## src/rtl/multicycle_ctrl_fsm_if.sv

```systemverilog
// Control bus between the multicycle controller and the CPU datapath.
// The controller is the master, and the datapath side is the slave.
interface multicycle_ctrl_fsm_if #(
  parameter int OP_W     = 4,
  parameter int ALUCTL_W = 3
);
  logic [OP_W-1:0]     op;
  logic [ALUCTL_W-1:0] funct;
  logic                mem_ready;
  logic                ReadAddr;
  logic                IRWrite;
  logic                ALUA;
  logic [1:0]          ALUB;
  logic [ALUCTL_W-1:0] ALUControl;
  logic                MemAddr;
  logic                MemRead;
  logic                MemWrite;
  logic [1:0]          PCSource;
  logic                PCWrite;
  logic                PCWriteCond;
  logic                RegWrite;
  logic                MemToReg;
  logic [3:0]          state;
  logic                halted;
  logic                illegal;

  modport master (
    input  op, funct, mem_ready,
    output ReadAddr, IRWrite, ALUA, ALUB, ALUControl, MemAddr, MemRead, MemWrite,
           PCSource, PCWrite, PCWriteCond, RegWrite, MemToReg, state, halted, illegal
  );

  modport slave (
    output op, funct, mem_ready,
    input  ReadAddr, IRWrite, ALUA, ALUB, ALUControl, MemAddr, MemRead, MemWrite,
           PCSource, PCWrite, PCWriteCond, RegWrite, MemToReg, state, halted, illegal
  );
endinterface

```

## src/rtl/multicycle_ctrl_fsm.sv

```systemverilog
// Multicycle CPU control FSM. Instructions take 3-5 cycles, and each cycle of mem_ready low adds one cycle.
// Outputs decode from the state register, and they are forced to zero while Reset is low.
module multicycle_ctrl_fsm #(
  parameter int OP_W     = 4,
  parameter int ALUCTL_W = 3,
  parameter int ALU_ADD  = 0,
  parameter int ALU_SUB  = 1,
  parameter bit TRAP_EN  = 1'b1
) (
  input logic CLK,
  input logic Reset,
  multicycle_ctrl_fsm_if.master bus
);

  typedef enum logic [3:0] {
    S_FETCH  = 4'd0,  S_DECODE = 4'd1,  S_EXEC_R = 4'd2,  S_EXEC_I = 4'd3,
    S_ADDR   = 4'd4,  S_MEMRD  = 4'd5,  S_MEMWR  = 4'd6,  S_WB_R   = 4'd7,
    S_WB_MEM = 4'd8,  S_BRANCH = 4'd9,  S_JUMP   = 4'd10, S_HALT   = 4'd11,
    S_TRAP   = 4'd12
  } state_t;

  localparam logic [OP_W-1:0] OP_RTYPE = OP_W'(0);
  localparam logic [OP_W-1:0] OP_ADDI  = OP_W'(1);
  localparam logic [OP_W-1:0] OP_LW    = OP_W'(2);
  localparam logic [OP_W-1:0] OP_SW    = OP_W'(3);
  localparam logic [OP_W-1:0] OP_BEQ   = OP_W'(4);
  localparam logic [OP_W-1:0] OP_JUMP  = OP_W'(5);
  localparam logic [OP_W-1:0] OP_HALT  = '1;

  localparam logic [ALUCTL_W-1:0] CTL_ADD = ALUCTL_W'(ALU_ADD);
  localparam logic [ALUCTL_W-1:0] CTL_SUB = ALUCTL_W'(ALU_SUB);

  state_t st;

  always_ff @(posedge CLK or negedge Reset) begin
    if (!Reset) begin
      st <= S_FETCH;
    end else begin
      case (st)
        S_FETCH:  if (bus.mem_ready) st <= S_DECODE;
        S_DECODE: begin
          case (bus.op)
            OP_RTYPE:       st <= S_EXEC_R;
            OP_ADDI:        st <= S_EXEC_I;
            OP_LW, OP_SW:   st <= S_ADDR;
            OP_BEQ:         st <= S_BRANCH;
            OP_JUMP:        st <= S_JUMP;
            OP_HALT:        st <= S_HALT;
            default:        st <= TRAP_EN ? S_TRAP : S_FETCH;
          endcase
        end
        S_EXEC_R: st <= S_WB_R;
        S_EXEC_I: st <= S_WB_R;
        S_ADDR:   st <= (bus.op == OP_SW) ? S_MEMWR : ((bus.op == OP_LW) ? S_MEMRD : S_FETCH);
        S_MEMRD:  if (bus.mem_ready) st <= S_WB_MEM;
        S_MEMWR:  if (bus.mem_ready) st <= S_FETCH;
        S_HALT:   st <= S_HALT;
        default:  st <= S_FETCH;
      endcase
    end
  end

  logic                read_addr, ir_write, alu_a, mem_addr, mem_read, mem_write;
  logic                pc_write, pc_write_cond, reg_write, mem_to_reg, halt_flag, trap_pulse;
  logic [1:0]          alu_b, pc_source;
  logic [ALUCTL_W-1:0] alu_ctl;

  // Gating on Reset keeps every write enable low for the whole reset, not just after the next edge.
  always_comb begin
    read_addr = 1'b0; ir_write = 1'b0; alu_a = 1'b0; alu_b = 2'd0; alu_ctl = CTL_ADD;
    mem_addr = 1'b0; mem_read = 1'b0; mem_write = 1'b0; pc_source = 2'd0; pc_write = 1'b0;
    pc_write_cond = 1'b0; reg_write = 1'b0; mem_to_reg = 1'b0; halt_flag = 1'b0; trap_pulse = 1'b0;
    if (Reset) begin
      case (st)
        S_FETCH: begin
          mem_read = 1'b1; alu_b = 2'd1;
          ir_write = bus.mem_ready; pc_write = bus.mem_ready;
        end
        S_DECODE: alu_b = 2'd3;
        S_EXEC_R: begin alu_a = 1'b1; alu_ctl = bus.funct; end
        S_EXEC_I: begin alu_a = 1'b1; alu_b = 2'd2; end
        S_ADDR: begin
          alu_a = 1'b1; alu_b = 2'd2;
          read_addr = (bus.op == OP_SW);
        end
        S_MEMRD:  begin mem_read = 1'b1; mem_addr = 1'b1; end
        S_MEMWR:  begin mem_write = 1'b1; mem_addr = 1'b1; read_addr = 1'b1; end
        S_WB_R:   reg_write = 1'b1;
        S_WB_MEM: begin reg_write = 1'b1; mem_to_reg = 1'b1; end
        S_BRANCH: begin alu_a = 1'b1; alu_ctl = CTL_SUB; pc_write_cond = 1'b1; pc_source = 2'd1; end
        S_JUMP:   begin pc_write = 1'b1; pc_source = 2'd2; end
        S_HALT:   halt_flag = 1'b1;
        S_TRAP:   begin pc_write = 1'b1; pc_source = 2'd3; trap_pulse = 1'b1; end
        default:  alu_ctl = '0;
      endcase
    end
  end

  assign bus.ReadAddr    = read_addr;
  assign bus.IRWrite     = ir_write;
  assign bus.ALUA        = alu_a;
  assign bus.ALUB        = alu_b;
  assign bus.ALUControl  = alu_ctl;
  assign bus.MemAddr     = mem_addr;
  assign bus.MemRead     = mem_read;
  assign bus.MemWrite    = mem_write;
  assign bus.PCSource    = pc_source;
  assign bus.PCWrite     = pc_write;
  assign bus.PCWriteCond = pc_write_cond;
  assign bus.RegWrite    = reg_write;
  assign bus.MemToReg    = mem_to_reg;
  assign bus.state       = st;
  assign bus.halted      = halt_flag;
  assign bus.illegal     = trap_pulse;

endmodule
```

## src/flat_wrapper.sv

```systemverilog
// flat-port wrapper written by rule: the top's interface ports become plain ports
module multicycle_ctrl_fsm_flat 
#(
  parameter int OP_W     = 4,
  parameter int ALUCTL_W = 3,
  parameter int ALU_ADD  = 0,
  parameter int ALU_SUB  = 1,
  parameter bit TRAP_EN  = 1'b1
)
  (CLK, Reset, bus_op, bus_funct, bus_mem_ready, bus_ReadAddr, bus_IRWrite, bus_ALUA, bus_ALUB, bus_ALUControl, bus_MemAddr, bus_MemRead, bus_MemWrite, bus_PCSource, bus_PCWrite, bus_PCWriteCond, bus_RegWrite, bus_MemToReg, bus_state, bus_halted, bus_illegal);
  multicycle_ctrl_fsm_if #(.OP_W(OP_W), .ALUCTL_W(ALUCTL_W)) bus_i ();
  input logic CLK;
  input logic Reset;
  input wire logic [$bits(bus_i.op)-1:0] bus_op;
  input wire logic [$bits(bus_i.funct)-1:0] bus_funct;
  input wire logic [$bits(bus_i.mem_ready)-1:0] bus_mem_ready;
  output wire logic [$bits(bus_i.ReadAddr)-1:0] bus_ReadAddr;
  output wire logic [$bits(bus_i.IRWrite)-1:0] bus_IRWrite;
  output wire logic [$bits(bus_i.ALUA)-1:0] bus_ALUA;
  output wire logic [$bits(bus_i.ALUB)-1:0] bus_ALUB;
  output wire logic [$bits(bus_i.ALUControl)-1:0] bus_ALUControl;
  output wire logic [$bits(bus_i.MemAddr)-1:0] bus_MemAddr;
  output wire logic [$bits(bus_i.MemRead)-1:0] bus_MemRead;
  output wire logic [$bits(bus_i.MemWrite)-1:0] bus_MemWrite;
  output wire logic [$bits(bus_i.PCSource)-1:0] bus_PCSource;
  output wire logic [$bits(bus_i.PCWrite)-1:0] bus_PCWrite;
  output wire logic [$bits(bus_i.PCWriteCond)-1:0] bus_PCWriteCond;
  output wire logic [$bits(bus_i.RegWrite)-1:0] bus_RegWrite;
  output wire logic [$bits(bus_i.MemToReg)-1:0] bus_MemToReg;
  output wire logic [$bits(bus_i.state)-1:0] bus_state;
  output wire logic [$bits(bus_i.halted)-1:0] bus_halted;
  output wire logic [$bits(bus_i.illegal)-1:0] bus_illegal;
  assign bus_i.op = bus_op;
  assign bus_i.funct = bus_funct;
  assign bus_i.mem_ready = bus_mem_ready;
  assign bus_ReadAddr = bus_i.ReadAddr;
  assign bus_IRWrite = bus_i.IRWrite;
  assign bus_ALUA = bus_i.ALUA;
  assign bus_ALUB = bus_i.ALUB;
  assign bus_ALUControl = bus_i.ALUControl;
  assign bus_MemAddr = bus_i.MemAddr;
  assign bus_MemRead = bus_i.MemRead;
  assign bus_MemWrite = bus_i.MemWrite;
  assign bus_PCSource = bus_i.PCSource;
  assign bus_PCWrite = bus_i.PCWrite;
  assign bus_PCWriteCond = bus_i.PCWriteCond;
  assign bus_RegWrite = bus_i.RegWrite;
  assign bus_MemToReg = bus_i.MemToReg;
  assign bus_state = bus_i.state;
  assign bus_halted = bus_i.halted;
  assign bus_illegal = bus_i.illegal;
  multicycle_ctrl_fsm #(.OP_W(OP_W), .ALUCTL_W(ALUCTL_W), .ALU_ADD(ALU_ADD), .ALU_SUB(ALU_SUB), .TRAP_EN(TRAP_EN)) u_core (.CLK(CLK), .Reset(Reset), .bus(bus_i));
endmodule
```

## config.mk

```make
export PLATFORM = sky130hd
export DESIGN_NAME = multicycle_ctrl_fsm_flat
export DESIGN_NICKNAME = d
export VERILOG_FILES = /design/src/rtl/multicycle_ctrl_fsm_if.sv /design/src/rtl/multicycle_ctrl_fsm.sv /design/src/flat_wrapper.sv
export SDC_FILE = /design/constraint.sdc
export NUM_CORES = 1
export LEC_CHECK = 0
export ABC_AREA = 1
export CAP_MARGIN = 20
export CORE_MARGIN = 2
export CORE_UTILIZATION = 35
export DETAILED_ROUTE_END_ITERATION = 12
export PLACE_DENSITY_LB_ADDON = 0.15
export SYNTH_ARGS = -nofsm -noshare
export SYNTH_HDL_FRONTEND = slang
export SYNTH_SLANG_ARGS = --single-unit
```

## constraint.sdc

```tcl
create_clock -name CLK -period 1.35 [get_ports CLK]
set_input_delay 0.27 -clock CLK [delete_from_list [all_inputs] [get_ports CLK]]
set_output_delay 0.27 -clock CLK [all_outputs]
set_load 0.05 [all_outputs]
```

==> results of run 1 <==
-- cell usage after synthesis (all sizes together) --
| cell type | count |
|---|---|
| a31oi | 1 |
| inv | 24 |
| dfrtp | 4 |
| nand2 | 35 |
| nand3 | 12 |
| o21ai | 3 |
| nor3 | 3 |
| o32ai | 1 |
| a21oi | 5 |
| o21bai | 1 |
| buf | 1 |
| clkbuf | 1 |
| clkinv | 1 |
| nor2 | 28 |
-- through the flow --
stage | hold slack [ns] | utilization | TNS [ns] | cells
floorplan | -0.0256 | - | -4.69 | 120
detailed placement | 0.698 | 0.964 | -6.36 | 199
global placement | 0.645 | 0.964 | -5.26 | 199
-- cell families after synthesis --
family / count (synthesis) / share of synthesized area
AO/OA/AOI/OAI: 11 / 0.102
buffers and inverters: 27 / 0.167
flip-flops: 4 / 0.163
AND/OR/NAND/NOR: 78 / 0.568
==> implementation parameters, run 1 <==
Parameter                              Value

Place
  Cell area after placement ... approximately 1600 sq um
  Final weighted congestion of routability-driven global placement ... between 0.8 and 0.9
  Setup slack after placement ... -0.419 ns
  Count of buffers from port buffering ... 32
  Detail Placement HPWL ... roughly 2900 um

Die
  Initial Util ... 0.364
  Floorplan die height ... between 40 and 50 um
  Overall die width ... around 46 um
  Placement Rows ... 15
  Io pins ... 33

Clocking
  CTS root buf ... sky130_fd_sc_hd__clkbuf_4
  Number of CTS-inserted buffers ... 3
  Number of hold-repair buffers added at the cts stage ... 0
  Number of H-tree branching levels ... 1
  Maximum clock insertion buffer count ... 2
  Cts repair resizes ... 42
  Postcts setup bufs ... 9
  Sinks on the clock net ... 4

Yosys
  Flip-flop and latch count after synthesis ... 4
  Syn nets ... 130
  Library cell with the largest summed area after synthesis ... sky130_fd_sc_hd__nand2_1
  Share of the synthesized area in the top cell type ... 0.208
  Post-synthesis sequential area ratio ... 0.163
  Number of distinct standard cells referenced by the synthesized netlist ... 20
  Yosys Warn Count ... 0
  Post-Synthesis Cells ... 120
  Syn avg cell area ... about 5 sq um
  Cell types with the largest area share after synthesis ... sky130_fd_sc_hd__nand2_1, sky130_fd_sc_hd__dfrtp_1, sky130_fd_sc_hd__nor2_1
  Netlist area before placement ... slightly above 600 sq um

Outcome
  Run status ... did not finish
  Error msg ... [ERROR DPL-0038] Utilization greater than 100%, impossible to legalize
  Exit stage ... 4_1_cts
==> run 2, diff against run 1 <==
--- a/config.mk
+++ b/config.mk
@@ -7,9 +7,9 @@
 export LEC_CHECK = 0
 export ABC_AREA = 1
 export CAP_MARGIN = 20
-export CORE_MARGIN = 2
-export CORE_UTILIZATION = 35
+export CORE_AREA = 2 2 63 65
 export DETAILED_ROUTE_END_ITERATION = 12
+export DIE_AREA = 0 0 65 67
 export PLACE_DENSITY_LB_ADDON = 0.15
 export SYNTH_ARGS = -nofsm -noshare
 export SYNTH_HDL_FRONTEND = slang
==> run 2 against run 1 <==
Compared with the run above:
- the flow now finishes, with violations (negative setup slack)
- synthesized area did not move
- synthesized cell count is the same
==> implementation parameters, run 2 <==
Parameter                              Value

Outcome
  Run status ... complete, but fails checks
  Violated checks ... negative setup slack

Timing
  Final period util ... 1.28
  Unrepaired setup endpoints after global routing ... true
  Highest clock rate ... about 580 MHz
  Hold Vio Cnt, Final ... 0
  Max transition margin ... 0.793
  Clock skew after layout ... 0.00243 ns
  Final worst setup slack ... -0.381 ns
  Final max-slew violation count ... 0
  Final setup violation count ... 22
  Summed negative setup slack over all endpoints ... -5.94 ns
  Tmin final ... 1.73 ns
  Worst-margin pin slew ... between 0.3 and 0.4 ns

Drt
  DRC violations left ... 0
  Post-DR vias/cell ... approximately 4.2
  First-iteration detailed-routing DRC count ... 13
  Via total after detailed routing ... 1,025
  Final wirelength ... 2770 um
  DRT Pass-1 Iters ... 4
  Routed WL per cell ... 11.3 um
  Remaining antenna violation count after routing ... 0

Min path
  Class of the tightest hold or removal check ... primary input to async pin

Yosys
  Share of the synthesized area in the top cell type ... 0.208 (unchanged)
  Netlist area before placement ... 614 sq um (unchanged)
  Post-Synthesis Cells ... 120 (unchanged)
  Library cell with the largest summed area after synthesis ... sky130_fd_sc_hd__nand2_1
  Syn nets ... 130 (unchanged)
  Number of distinct standard cells referenced by the synthesized netlist ... 20 (unchanged)
  Flip-flop and latch count after synthesis ... 4 (unchanged)
  Cell types with the largest area share after synthesis ... sky130_fd_sc_hd__nand2_1, sky130_fd_sc_hd__dfrtp_1, sky130_fd_sc_hd__nor2_1
  Most frequent cells after synthesis ... sky130_fd_sc_hd__nand2_1, sky130_fd_sc_hd__nor2_1, sky130_fd_sc_hd__inv_1, sky130_fd_sc_hd__nand3_1, sky130_fd_sc_hd__inv_2
  Yosys Warn Count ... 0 (unchanged)
  Post-synthesis async set-or-reset flop share ... 1.00 (unchanged)
  Most used DFF post-synth ... sky130_fd_sc_hd__dfrtp_1
  Number of enable flip-flop cells after synthesis ... 0 (unchanged)
  Syn avg cell area ... 5.12 sq um (unchanged)
  Post-synthesis sequential area ratio ... 0.163 (unchanged)
  Dominant cell by count in the synthesized netlist ... sky130_fd_sc_hd__nand2_1

Cells and area
  Multi-input combinational cell area ... 758 sq um
  Area overhead of the layout relative to synthesis ... 233%
  Layout Nets ... between 200 and 250
  Post-route cell area ... between 2000 and 2500 sq um
  Final cell utilization of the core ... 0.568
  Most frequent cells in the layout ... sky130_fd_sc_hd__buf_4, sky130_fd_sc_hd__buf_12, sky130_fd_sc_hd__nand2_1
  Layout cells sized above 1 ... 0.706
  Commonest non-fill, non-tap cell in the layout ... sky130_fd_sc_hd__buf_4
  Total area of sequential cells ... 105 sq um
  Number of inserted filler cells in the final layout ... approximately 300
  # diodes ... 0
  Max reg flops ... 4

Die
  Core area ... 3610 sq um
  Floorplan die height ... 67 um (+46%)
  Die Outline Area ... approximately 4400 sq um
  Initial Util ... 0.170 (-0.193)
  Placement Rows ... 22 (+7)
  Io pins ... 33 (unchanged)
  Overall die width ... 65 um (+42%)

Worst setup path
  Req. time, crit path ... 1.08 ns
  Cell with the biggest individual delay on the critical path ... sky130_fd_sc_hd__dfrtp_2
  Worst setup slack for register-to-register paths ... -0.07 ns
  Crit Path Category ... flop to output port
  FF-to-FF Start ... u_core.bus.state[1]
  Arrival @ worst endpoint ... between 1 and 1.5 ns
  Max stage delay on crit path ... 0.45 ns
  Category of the worst setup path capture point ... output port
  Worst setup path startpoint ... u_core.bus.state[1]
  Chain of cells forming the critical path ... buf_4, nor2_4, inv_2, nor2_4, inv_4, o21ai_4, buf_12
  Critical path peak fanout ... 5
  Kind of launch point of the worst setup path ... flop
  Most used cell along the critical path ... sky130_fd_sc_hd__nor2_4

Clocking
  Number of hold-repair buffers added at the cts stage ... 0 (unchanged)
  CTS root buf ... sky130_fd_sc_hd__clkbuf_8
  Maximum clock insertion buffer count ... 2 (unchanged)
  Number of CTS-inserted buffers ... 3 (unchanged)
  Clock transition time at the flip-flop clock pins of the worst setup and hold paths ... 0.03 ns
  Clock tree from TritonCTS ... built
  Skew-Pair Late Insertion Delay ... between 0.2 and 0.25 ns
  Sinks on the clock net ... 4 (unchanged)
  Number of H-tree branching levels ... 1 (unchanged)

Power
  Ratio of total power to cell area ... between 1500 and 2000 nW/um^2
  Total power ... just under 4000 uW
  Static leakage power ... around 0.00096 uW
  Worst IR Drop VDD ... 0.000599 V

Place
  Detail Placement HPWL ... 2170 um (-25%)
  Setup slack after placement ... -0.405 ns (+0.0135 ns)
  Final weighted congestion of routability-driven global placement ... 0.803 (-8.6%)
  Cell area after placement ... 1680 sq um (+3.3%)
  Count of buffers from port buffering ... 32 (unchanged)

Job
  Number of max-cap violations ... 0

Global routing
  Initial antenna violation count ... 0
  Wire length of the first global-routing pass ... roughly 4600 um
  Vias in the first global route ... around 1.1k
  Global-route congestion overflow total ... 0
  Total global routing track utilization ... 0.137
  Pin count of the biggest net entering global routing ... 8
[run 2: final cells by class]
| cell class | instances | share of cell area |
|---|---|---|
| clock buffer | 3 | 0.0202 |
| inverter | 25 | 0.0550 |
| multi-input combinational | 89 | 0.370 |
| sequential | 4 | 0.0513 |
| tap | 48 | 0.0293 |
| timing repair buffer | 76 | 0.474 |
[run 2: cells by family after synthesis]
logic type / share of synthesized area
DFF: 0.163
AOI/OAI and AO/OA: 0.102
and+or+nand+nor: 0.568
buffers and inverters: 0.167
[run 2: layer usage]
layer / up-vias / share of wire / GRT usage
met3: 2 / 0.034 / 0.0169
met5: - / 0 / 0
met4: 0 / 0.0069 / 0.0479
li1: 525 / - / -
met1: 475 / 0.39 / 0.145
met2: 23 / 0.57 / 0.273
[run 2: worst paths after layout]
path                                       end  cells past startpoint
hold reg to reg            u_core.bus.state[1]                      5
min in group CLK           u_core.bus.state[1]                      6
setup / recovery             bus_ALUControl[0]                      7
hold / removal             u_core.bus.state[1]                      3
setup reg to reg           u_core.bus.state[0]                     10
max in group asynchronous  u_core.bus.state[2]                      3
[run 2: critical path: cells and delay by family (launching register included)]
kind | cells | cell delay (ns)
AOI/OAI and AO/OA | 1 | 0.07
buffers and inverters | 4 | 0.48
DFF | 1 | 0.45
and+or+nand+nor | 2 | 0.25
[run 2: power breakdown]
part | switching, uW | internal, uW
combinational | 1750 | 1650
sequential | 113 | 183
clock | 56.2 | 190
[run 2: repair_timing]
action | 4_1_cts | 5_1_grt
buffers inserted | 11 | 3
gates cloned | 1 | 0
resized for setup | 44 | 16
endpoints found under the setup margin | 23 | 26
pin swaps | 23 | 12
[run 2: metrics by stage]
step           hold WS (ns)  cells
6_report              0.340    245
5_1_grt               0.371    245
4_1_cts               0.332    244
3_5_place_dp          0.729    232
3_3_place_gp          0.726    232
2_1_floorplan       -0.0256    120
Note: power is estimated with default switching activity, not from simulation.
==> run 3, diff against run 2 <==
--- a/config.mk
+++ b/config.mk
@@ -11,6 +11,7 @@
 export DETAILED_ROUTE_END_ITERATION = 12
 export DIE_AREA = 0 0 65 67
 export PLACE_DENSITY_LB_ADDON = 0.15
+export RECOVER_POWER = 25
 export SYNTH_ARGS = -nofsm -noshare
 export SYNTH_HDL_FRONTEND = slang
 export SYNTH_SLANG_ARGS = --single-unit
==> results of run 3 <==
No change in the layout: final DEF, timing and power equal those of run 2.
